File: config.mk
export PLATFORM = sky130hd
export DESIGN_NAME = tmds_decode
export DESIGN_NICKNAME = d
export VERILOG_FILES = /design/src/rtl/tmds_pkg.sv /design/src/rtl/tmds_symbol_decode.sv /design/src/rtl/tmds_decode.sv
export SDC_FILE = /design/constraint.sdc
export NUM_CORES = 1
export LEC_CHECK = 0
export ABC_AREA = 1
export BUFFER_PORTS_ARGS = -buffer_cell sky130_fd_sc_hd__buf_2
export CORE_MARGIN = 5
export CORE_UTILIZATION = 41
export DETAILED_ROUTE_END_ITERATION = 12
export HOLD_SLACK_MARGIN = 0.12
export SLEW_MARGIN = 0
export SYNTH_ARGS = -nofsm -noshare
export SYNTH_HDL_FRONTEND = slang
export SYNTH_HIERARCHICAL = 1
export SYNTH_SLANG_ARGS = --single-unit
File: constraint.sdc
create_clock -name clk_pixel_in -period 2.5 [get_ports clk_pixel_in]
set_input_delay 0.5 -clock clk_pixel_in [delete_from_list [all_inputs] [get_ports clk_pixel_in]]
set_output_delay 0.5 -clock clk_pixel_in [all_outputs]
set_load 0.03 [all_outputs]
File: src/rtl/tmds_pkg.sv
// Shared definitions for the TMDS receive path: control tokens, token lookup
// and the symbol-alignment state encoding.
package tmds_pkg;

  localparam logic [9:0] CTRL_TOKEN_00 = 10'b1101010100;
  localparam logic [9:0] CTRL_TOKEN_01 = 10'b0010101011;
  localparam logic [9:0] CTRL_TOKEN_10 = 10'b0101010100;
  localparam logic [9:0] CTRL_TOKEN_11 = 10'b1010101011;

  typedef enum logic [1:0] {
    SEARCH,
    SLIP,
    VERIFY,
    LOCKED
  } align_state_t;

  typedef struct packed {
    logic       is_ctrl;
    logic [1:0] code;
  } ctrl_match_t;

  // Exact match only; a symbol one bit off alignment never looks like a token.
  function automatic ctrl_match_t ctrl_lookup(input logic [9:0] sym);
    ctrl_match_t m;
    m.is_ctrl = 1'b1;
    m.code    = 2'b00;
    case (sym)
      CTRL_TOKEN_00: m.code = 2'b00;
      CTRL_TOKEN_01: m.code = 2'b01;
      CTRL_TOKEN_10: m.code = 2'b10;
      CTRL_TOKEN_11: m.code = 2'b11;
      default:       m.is_ctrl = 1'b0;
    endcase
    return m;
  endfunction

endpackage

File: src/rtl/tmds_symbol_decode.sv
// Combinational 10b TMDS symbol decode: control-token detect plus the
// inverse of the transition-minimising data encoding.
import tmds_pkg::*;

module tmds_symbol_decode (
  input  logic [9:0] sym,
  output logic       is_ctrl,
  output logic [1:0] ctrl,
  output logic [7:0] data
);

  ctrl_match_t match;
  logic [7:0]  d;

  always_comb begin
    match   = ctrl_lookup(sym);
    is_ctrl = match.is_ctrl;
    ctrl    = match.code;
    d       = sym[9] ? ~sym[7:0] : sym[7:0];
    data    = '0;
    data[0] = d[0];
    for (int i = 1; i < 8; i++) begin
      data[i] = sym[8] ? (d[i] ^ d[i-1]) : ~(d[i] ^ d[i-1]);
    end
  end

endmodule

File: src/rtl/tmds_decode.sv
// One TMDS receive channel: two-stage decode pipeline plus the word-alignment
// FSM that drives the deserializer bitslip and reports lock.
//
//   state  | meaning
//   SEARCH | looking for any control token; misses counted toward a bitslip
//   SLIP   | bitslip issued, waiting for the deserializer to settle
//   VERIFY | counting a run of consecutive control tokens
//   LOCKED | aligned; long absence of blanking drops back to SEARCH
import tmds_pkg::*;

module tmds_decode #(
  parameter int LOCK_COUNT     = 16,
  parameter int SEARCH_TIMEOUT = 4096,
  parameter int SLIP_WAIT      = 16
) (
  input  logic       clk_pixel_in,
  input  logic       rst_in,
  input  logic [9:0] tmds_in,
  input  logic       valid_in,
  output logic [7:0] data_out,
  output logic [1:0] ctrl_out,
  output logic       de_out,
  output logic       valid_out,
  output logic       locked_out,
  output logic       bitslip_out
);

  localparam int CNT_MAX_A = (SEARCH_TIMEOUT > LOCK_COUNT) ? SEARCH_TIMEOUT : LOCK_COUNT;
  localparam int CNT_MAX   = (CNT_MAX_A > SLIP_WAIT) ? CNT_MAX_A : SLIP_WAIT;
  localparam int CW        = $clog2(CNT_MAX + 1);

  localparam logic [CW-1:0] MISS_LAST = CW'(SEARCH_TIMEOUT - 1);
  localparam logic [CW-1:0] LOCK_LAST = CW'(LOCK_COUNT - 1);
  localparam logic [CW-1:0] SLIP_LAST = CW'(SLIP_WAIT - 1);
  localparam logic [CW-1:0] CNT_ONE   = CW'(1);

  function automatic logic [CW-1:0] sat_inc(input logic [CW-1:0] v);
    return (v == '1) ? v : v + CNT_ONE;
  endfunction

  logic       sym_is_ctrl;
  logic [1:0] sym_ctrl;
  logic [7:0] sym_data;

  tmds_symbol_decode u_symbol_decode (
    .sym     (tmds_in),
    .is_ctrl (sym_is_ctrl),
    .ctrl    (sym_ctrl),
    .data    (sym_data)
  );

  align_state_t  state_q, state_d;
  logic [CW-1:0] miss_q, miss_d;
  logic [CW-1:0] run_q, run_d;
  logic [CW-1:0] slip_q, slip_d;
  logic          bitslip_d;

  logic          v1;
  logic          is_ctrl1;
  logic [1:0]    ctrl1;
  logic [7:0]    data1;
  logic          lock1;

  always_comb begin
    state_d   = state_q;
    miss_d    = miss_q;
    run_d     = run_q;
    slip_d    = slip_q;
    bitslip_d = 1'b0;
    case (state_q)
      SEARCH: begin
        if (valid_in) begin
          if (sym_is_ctrl) begin
            state_d = (LOCK_LAST == '0) ? LOCKED : VERIFY;
            run_d   = CNT_ONE;
          end else if (miss_q == MISS_LAST) begin
            state_d   = SLIP;
            bitslip_d = 1'b1;
            slip_d    = '0;
          end else begin
            miss_d = sat_inc(miss_q);
          end
        end
      end
      SLIP: begin
        if (slip_q == SLIP_LAST) begin
          state_d = SEARCH;
          miss_d  = '0;
          run_d   = '0;
          slip_d  = '0;
        end else begin
          slip_d = sat_inc(slip_q);
        end
      end
      VERIFY: begin
        if (valid_in) begin
          if (sym_is_ctrl) begin
            if (run_q == LOCK_LAST) begin
              state_d = LOCKED;
              miss_d  = '0;
            end else begin
              run_d = sat_inc(run_q);
            end
          end else begin
            // Miss count survives so false token matches cannot stall slipping forever.
            state_d = SEARCH;
            run_d   = '0;
            miss_d  = sat_inc(miss_q);
          end
        end
      end
      LOCKED: begin
        if (valid_in) begin
          if (sym_is_ctrl) begin
            miss_d = '0;
          end else if (miss_q == MISS_LAST) begin
            state_d = SEARCH;
            miss_d  = '0;
            run_d   = '0;
          end else begin
            miss_d = sat_inc(miss_q);
          end
        end
      end
      default: begin
        state_d = SEARCH;
        miss_d  = '0;
        run_d   = '0;
        slip_d  = '0;
      end
    endcase
  end

  always_ff @(posedge clk_pixel_in or posedge rst_in) begin
    if (rst_in) begin
      state_q     <= SEARCH;
      miss_q      <= '0;
      run_q       <= '0;
      slip_q      <= '0;
      bitslip_out <= 1'b0;
    end else begin
      state_q     <= state_d;
      miss_q      <= miss_d;
      run_q       <= run_d;
      slip_q      <= slip_d;
      bitslip_out <= bitslip_d;
    end
  end

  assign locked_out = (state_q == LOCKED);

  // Lock is sampled with the symbol so de_out reflects the state it arrived in.
  always_ff @(posedge clk_pixel_in or posedge rst_in) begin
    if (rst_in) begin
      v1       <= 1'b0;
      is_ctrl1 <= 1'b0;
      ctrl1    <= '0;
      data1    <= '0;
      lock1    <= 1'b0;
    end else begin
      v1       <= valid_in;
      is_ctrl1 <= sym_is_ctrl;
      ctrl1    <= sym_ctrl;
      data1    <= sym_data;
      lock1    <= (state_q == LOCKED);
    end
  end

  always_ff @(posedge clk_pixel_in or posedge rst_in) begin
    if (rst_in) begin
      data_out  <= '0;
      ctrl_out  <= '0;
      de_out    <= 1'b0;
      valid_out <= 1'b0;
    end else begin
      valid_out <= v1;
      de_out    <= v1 & ~is_ctrl1 & lock1;
      if (v1) begin
        if (is_ctrl1) begin
          ctrl_out <= ctrl1;
          data_out <= '0;
        end else begin
          data_out <= data1;
        end
      end
    end
  end

endmodule

==> impl_metrics.py <==
metrics = {
    "run_status": {
        "outcome": "finished clean",
    },
    "power": {
        "p_leak_nw": 2.207,
        "pwr-share-comb_pct": 6.7,
        "p_sw_mw": 0.5530,
        "ir_drop_uv": 320.0,
        "p_sw_share_pct": 24.36,
        "seqPwrFrac_pct": 49.9,
        "total_power_mw": 2.270,
        "clock_power_share_pct": 43.4,
        "p_int_mw": 1.717,
        "power.density_nw_per_um2": 493.5,
    },
    "clock_tree": {
        "clk_latency_ps": 360,
        "hold_buffers": 0,
        "cts.clk_slew.worst_paths_ps": 80,
        "root_buffer": "clkbuf_8",
        "cts_tree": "yes",
        "htree_num_levels": 3,
        "numClockSinks": 67,
        "clock_path_buffers": 2,
        "cts-buffers-inserted": 9,
        "cts_setup_buffers": 0,
    },
    "final_layout": {
        "multi_input_area_um2": 2113,
        "area_growth_pct": 12.17,
        "design_area_um2": 4601,
        "regArea_um2": 1677,
        "utilization_pct": 47.07,
        "diodes": 0,
        "fin_cells": 713,
        "final_nets": 594,
        "nFillCells": 1005,
        "layout-drive-gt1-share_pct": 19.14,
    },
    "floorplanning": {
        "die_h_um": 110.0,
        "ios": 27,
        "die_x_um": 110.0,
        "initial_core_util_pct": 41.96,
        "rows": 36,
        "die-area_um2": 12100,
        "core-area_um2": 9774,
    },
    "place": {
        "place_hpwl_um": 6266,
        "place.gp.congestion": 0.8722,
        "dp.cells": 698,
        "numPortBuffers": 26,
        "place_area_um2": 4389,
    },
    "global_route": {
        "antenna_found_initial": 0,
        "grt_pass1_wl_um": 15430,
        "grt_pass1_vias": 3456,
        "grt_usage_pct": 16.06,
        "grt_max_degree": 68,
        "grt_overflow": 0,
    },
    "critical_path": {
        "crit_type": "flip-flop to flip-flop",
        "r2r_setup_slack_ps": 330,
        "cp_max_fo": 25,
        "critPathArrivalTime_ps": 2400,
        "endpoint_kind": "flip-flop",
        "setup.worst_path.start_class": "flip-flop",
        "crit_required_ps": 2730,
    },
    "sta": {
        "min_period_over_period_pct": 86.87,
        "fin_skew_ps": 15.33,
        "hold_viol": 0,
        "final.min_clock_period_ps": 2172,
        "rsz0062_at_grt": "no",
        "slew_viol_final": 0,
        "setup_viol": 0,
        "max_slew_margin_pct": 50.23,
        "max_freq_ghz": 0.4605,
        "worst_slew_pin_slew_ps": 743.9,
    },
    "detailed_routing": {
        "num_vias": 3477,
        "routed_via_density": 4.877,
        "drtIter0Drc": 158,
        "drtAntennaViolNets": 0,
        "firstDrtPassIters": 5,
        "drcViolationCount": 0,
        "wire_per_inst_um": 12.22,
        "totalWireLength_um": 8712,
    },
    "synthesis": {
        "synth_nets": 563,
        "synth_cell_types": 40,
        "seq_area_frac_synth_pct": 40.88,
        "yosysTopAreaCellShare_pct": 40.88,
        "avgSynthCellArea_um2": 7.526,
        "synth_seq_cells": 67,
        "synth_area_leaders": "dfrtp_1 41%, nand2_1 13%, nand3_1 5.4%, nor2_1 5.3%, inv_1 4.7%",
        "synth_warnings": 6,
        "synth_area_um2": 4101,
        "synthCells": 545,
        "synth_top_cell_by_area": "dfrtp_1",
    },
    "min_path": {
        "hold_class": "input port to async pin",
    },
    "job": {
        "maxCapViolations": 0,
    },
}
-- through the flow --
stage / setup TNS, ps / setup slack [ps] / hold slack [ps]
finish: 0 / 328.3 / 213.0
detailed placement: -707.3 / -78.78 / 467.4
global route: 0 / 114.7 / 246.5
CTS: 0 / 106.8 / 218.8
floorplan: 0 / 316.8 / 351.9
global placement: 0 / 13.48 / 462.5
-- cell usage after synthesis, drive strengths merged --
cell type / n
clkbuf: 5
nor3b: 3
a211oi: 1
nand2: 169
dfrtp: 67
o211ai: 4
o21bai: 1
nand4: 17
inv: 60
o21ai: 37
buf: 7
nor4: 1
nor2: 67
nor3: 7
and3: 1
mux2: 2
ha: 5
xor2: 16
nand3: 48
o31ai: 2
nand3b: 3
a22oi: 1
or2: 7
clkinv: 3
xnor2: 2
a21oi: 9
-- layout make-up --
cell class | count | area share, %
clock buffers | 10 | 2.774
clock inverters | 5 | 1.713
inverters | 63 | 5.167
multi-input cells | 403 | 45.93
flip-flops and latches | 67 | 36.44
well taps | 133 | 3.617
repair buffers | 32 | 4.351
-- state kept, by name (all words and copies together) (netlist names), 2 cells and up --
register / count
miss_q: 13
run_q: 13
data1: 8
state_q: 2
data_out: 8
ctrl1: 2
slip_q: 13
ctrl_out: 2
-- cells in the final DEF, fill, tap and decap left out, types with 3 or more instances in the layout --
cell type | Yosys | layout
nor2_2 | 7 | 6
a21oi_1 | 8 | 8
nand3b_1 | 3 | 3
clkbuf_8 | 0 | 9
nand2_4 | 5 | 5
dfrtp_1 | 67 | 67
nor3b_1 | 3 | 3
ha_1 | 5 | 5
nand2_1 | 147 | 147
o21ai_1 | 15 | 15
o211ai_1 | 4 | 4
o21ai_0 | 12 | 12
nand3_1 | 44 | 44
nand4_1 | 17 | 17
buf_4 | 0 | 4
or2_1 | 3 | 3
xor2_1 | 16 | 16
nand2_2 | 17 | 17
inv_2 | 9 | 10
nor2_4 | 2 | 3
clkinv_2 | 1 | 3
nor3_1 | 5 | 5
buf_2 | 3 | 26
inv_1 | 51 | 50
or2_2 | 4 | 4
nor2_1 | 58 | 58
nand3_2 | 3 | 3
o21ai_2 | 10 | 10
-- per-layer routing --
layer	global-route usage (%)	vias to the layer above	part of all wire, %
li1	-	1814	-
met1	20.98	1604	48
met2	25.65	50	46
met3	3.727	9	4.2
met4	6.589	0	1.5
met5	0	-	0
-- path summary, 6_finish.rpt --
| kind | startpoint | endpoint | cells past startpoint |
|---|---|---|---|
| max | state_q[0] | run_q[10] | 8 |
| min | rst_in | ctrl1[1] | 3 |
| max reg2reg | state_q[0] | run_q[10] | 8 |
| min reg2reg | data1[4] | data_out[4] | 2 |
| max in group asynchronous | rst_in | slip_q[5] | 3 |
| min in group clk_pixel_in | valid_in | v1 | 1 |
-- logic make-up (layout without fill, tap and decap cells) --
kind of cell               after synthesis  in the layout  share of synthesized area, %
and+or+nand+nor                        323            323                         37.03
buffers and inverters                   75            110                         7.718
muxes                                    2              2                        0.5491
xor gates and xnor gates                18             18                         3.844
DFF                                     67             67                         40.88
AOI/OAI and AO/OA                       55             55                         8.450
adders and majority gates                5              5                         1.525
-- what timing repair did --
item	4_1_cts	5_1_grt
resized for setup	0	1
setup endpoints to repair	0	12
endpoints found under the hold margin	0	0
-- power groups by stage --
stage	sequential, mW	clock (mW)	combinational (mW)
after detailed placement	1.15	0	0.154
after global placement	1.15	0	0.152
after CTS	1.13	1.02	0.155
after global routing	1.14	1.05	0.170
final	1.13	0.985	0.152
after floorplan	1.19	0	0.0662
-- worst max-delay path, stage by stage, from the launching register on --
cell and delay, ps:
dfrtp_1 460, nor2_1 600, inv_1 190, nor2_1 160
nor2_1 70, nand2_2 90, a21oi_4 50, nand2_4 290
o21ai_1 120
Power figures use the tool's default switching activity.
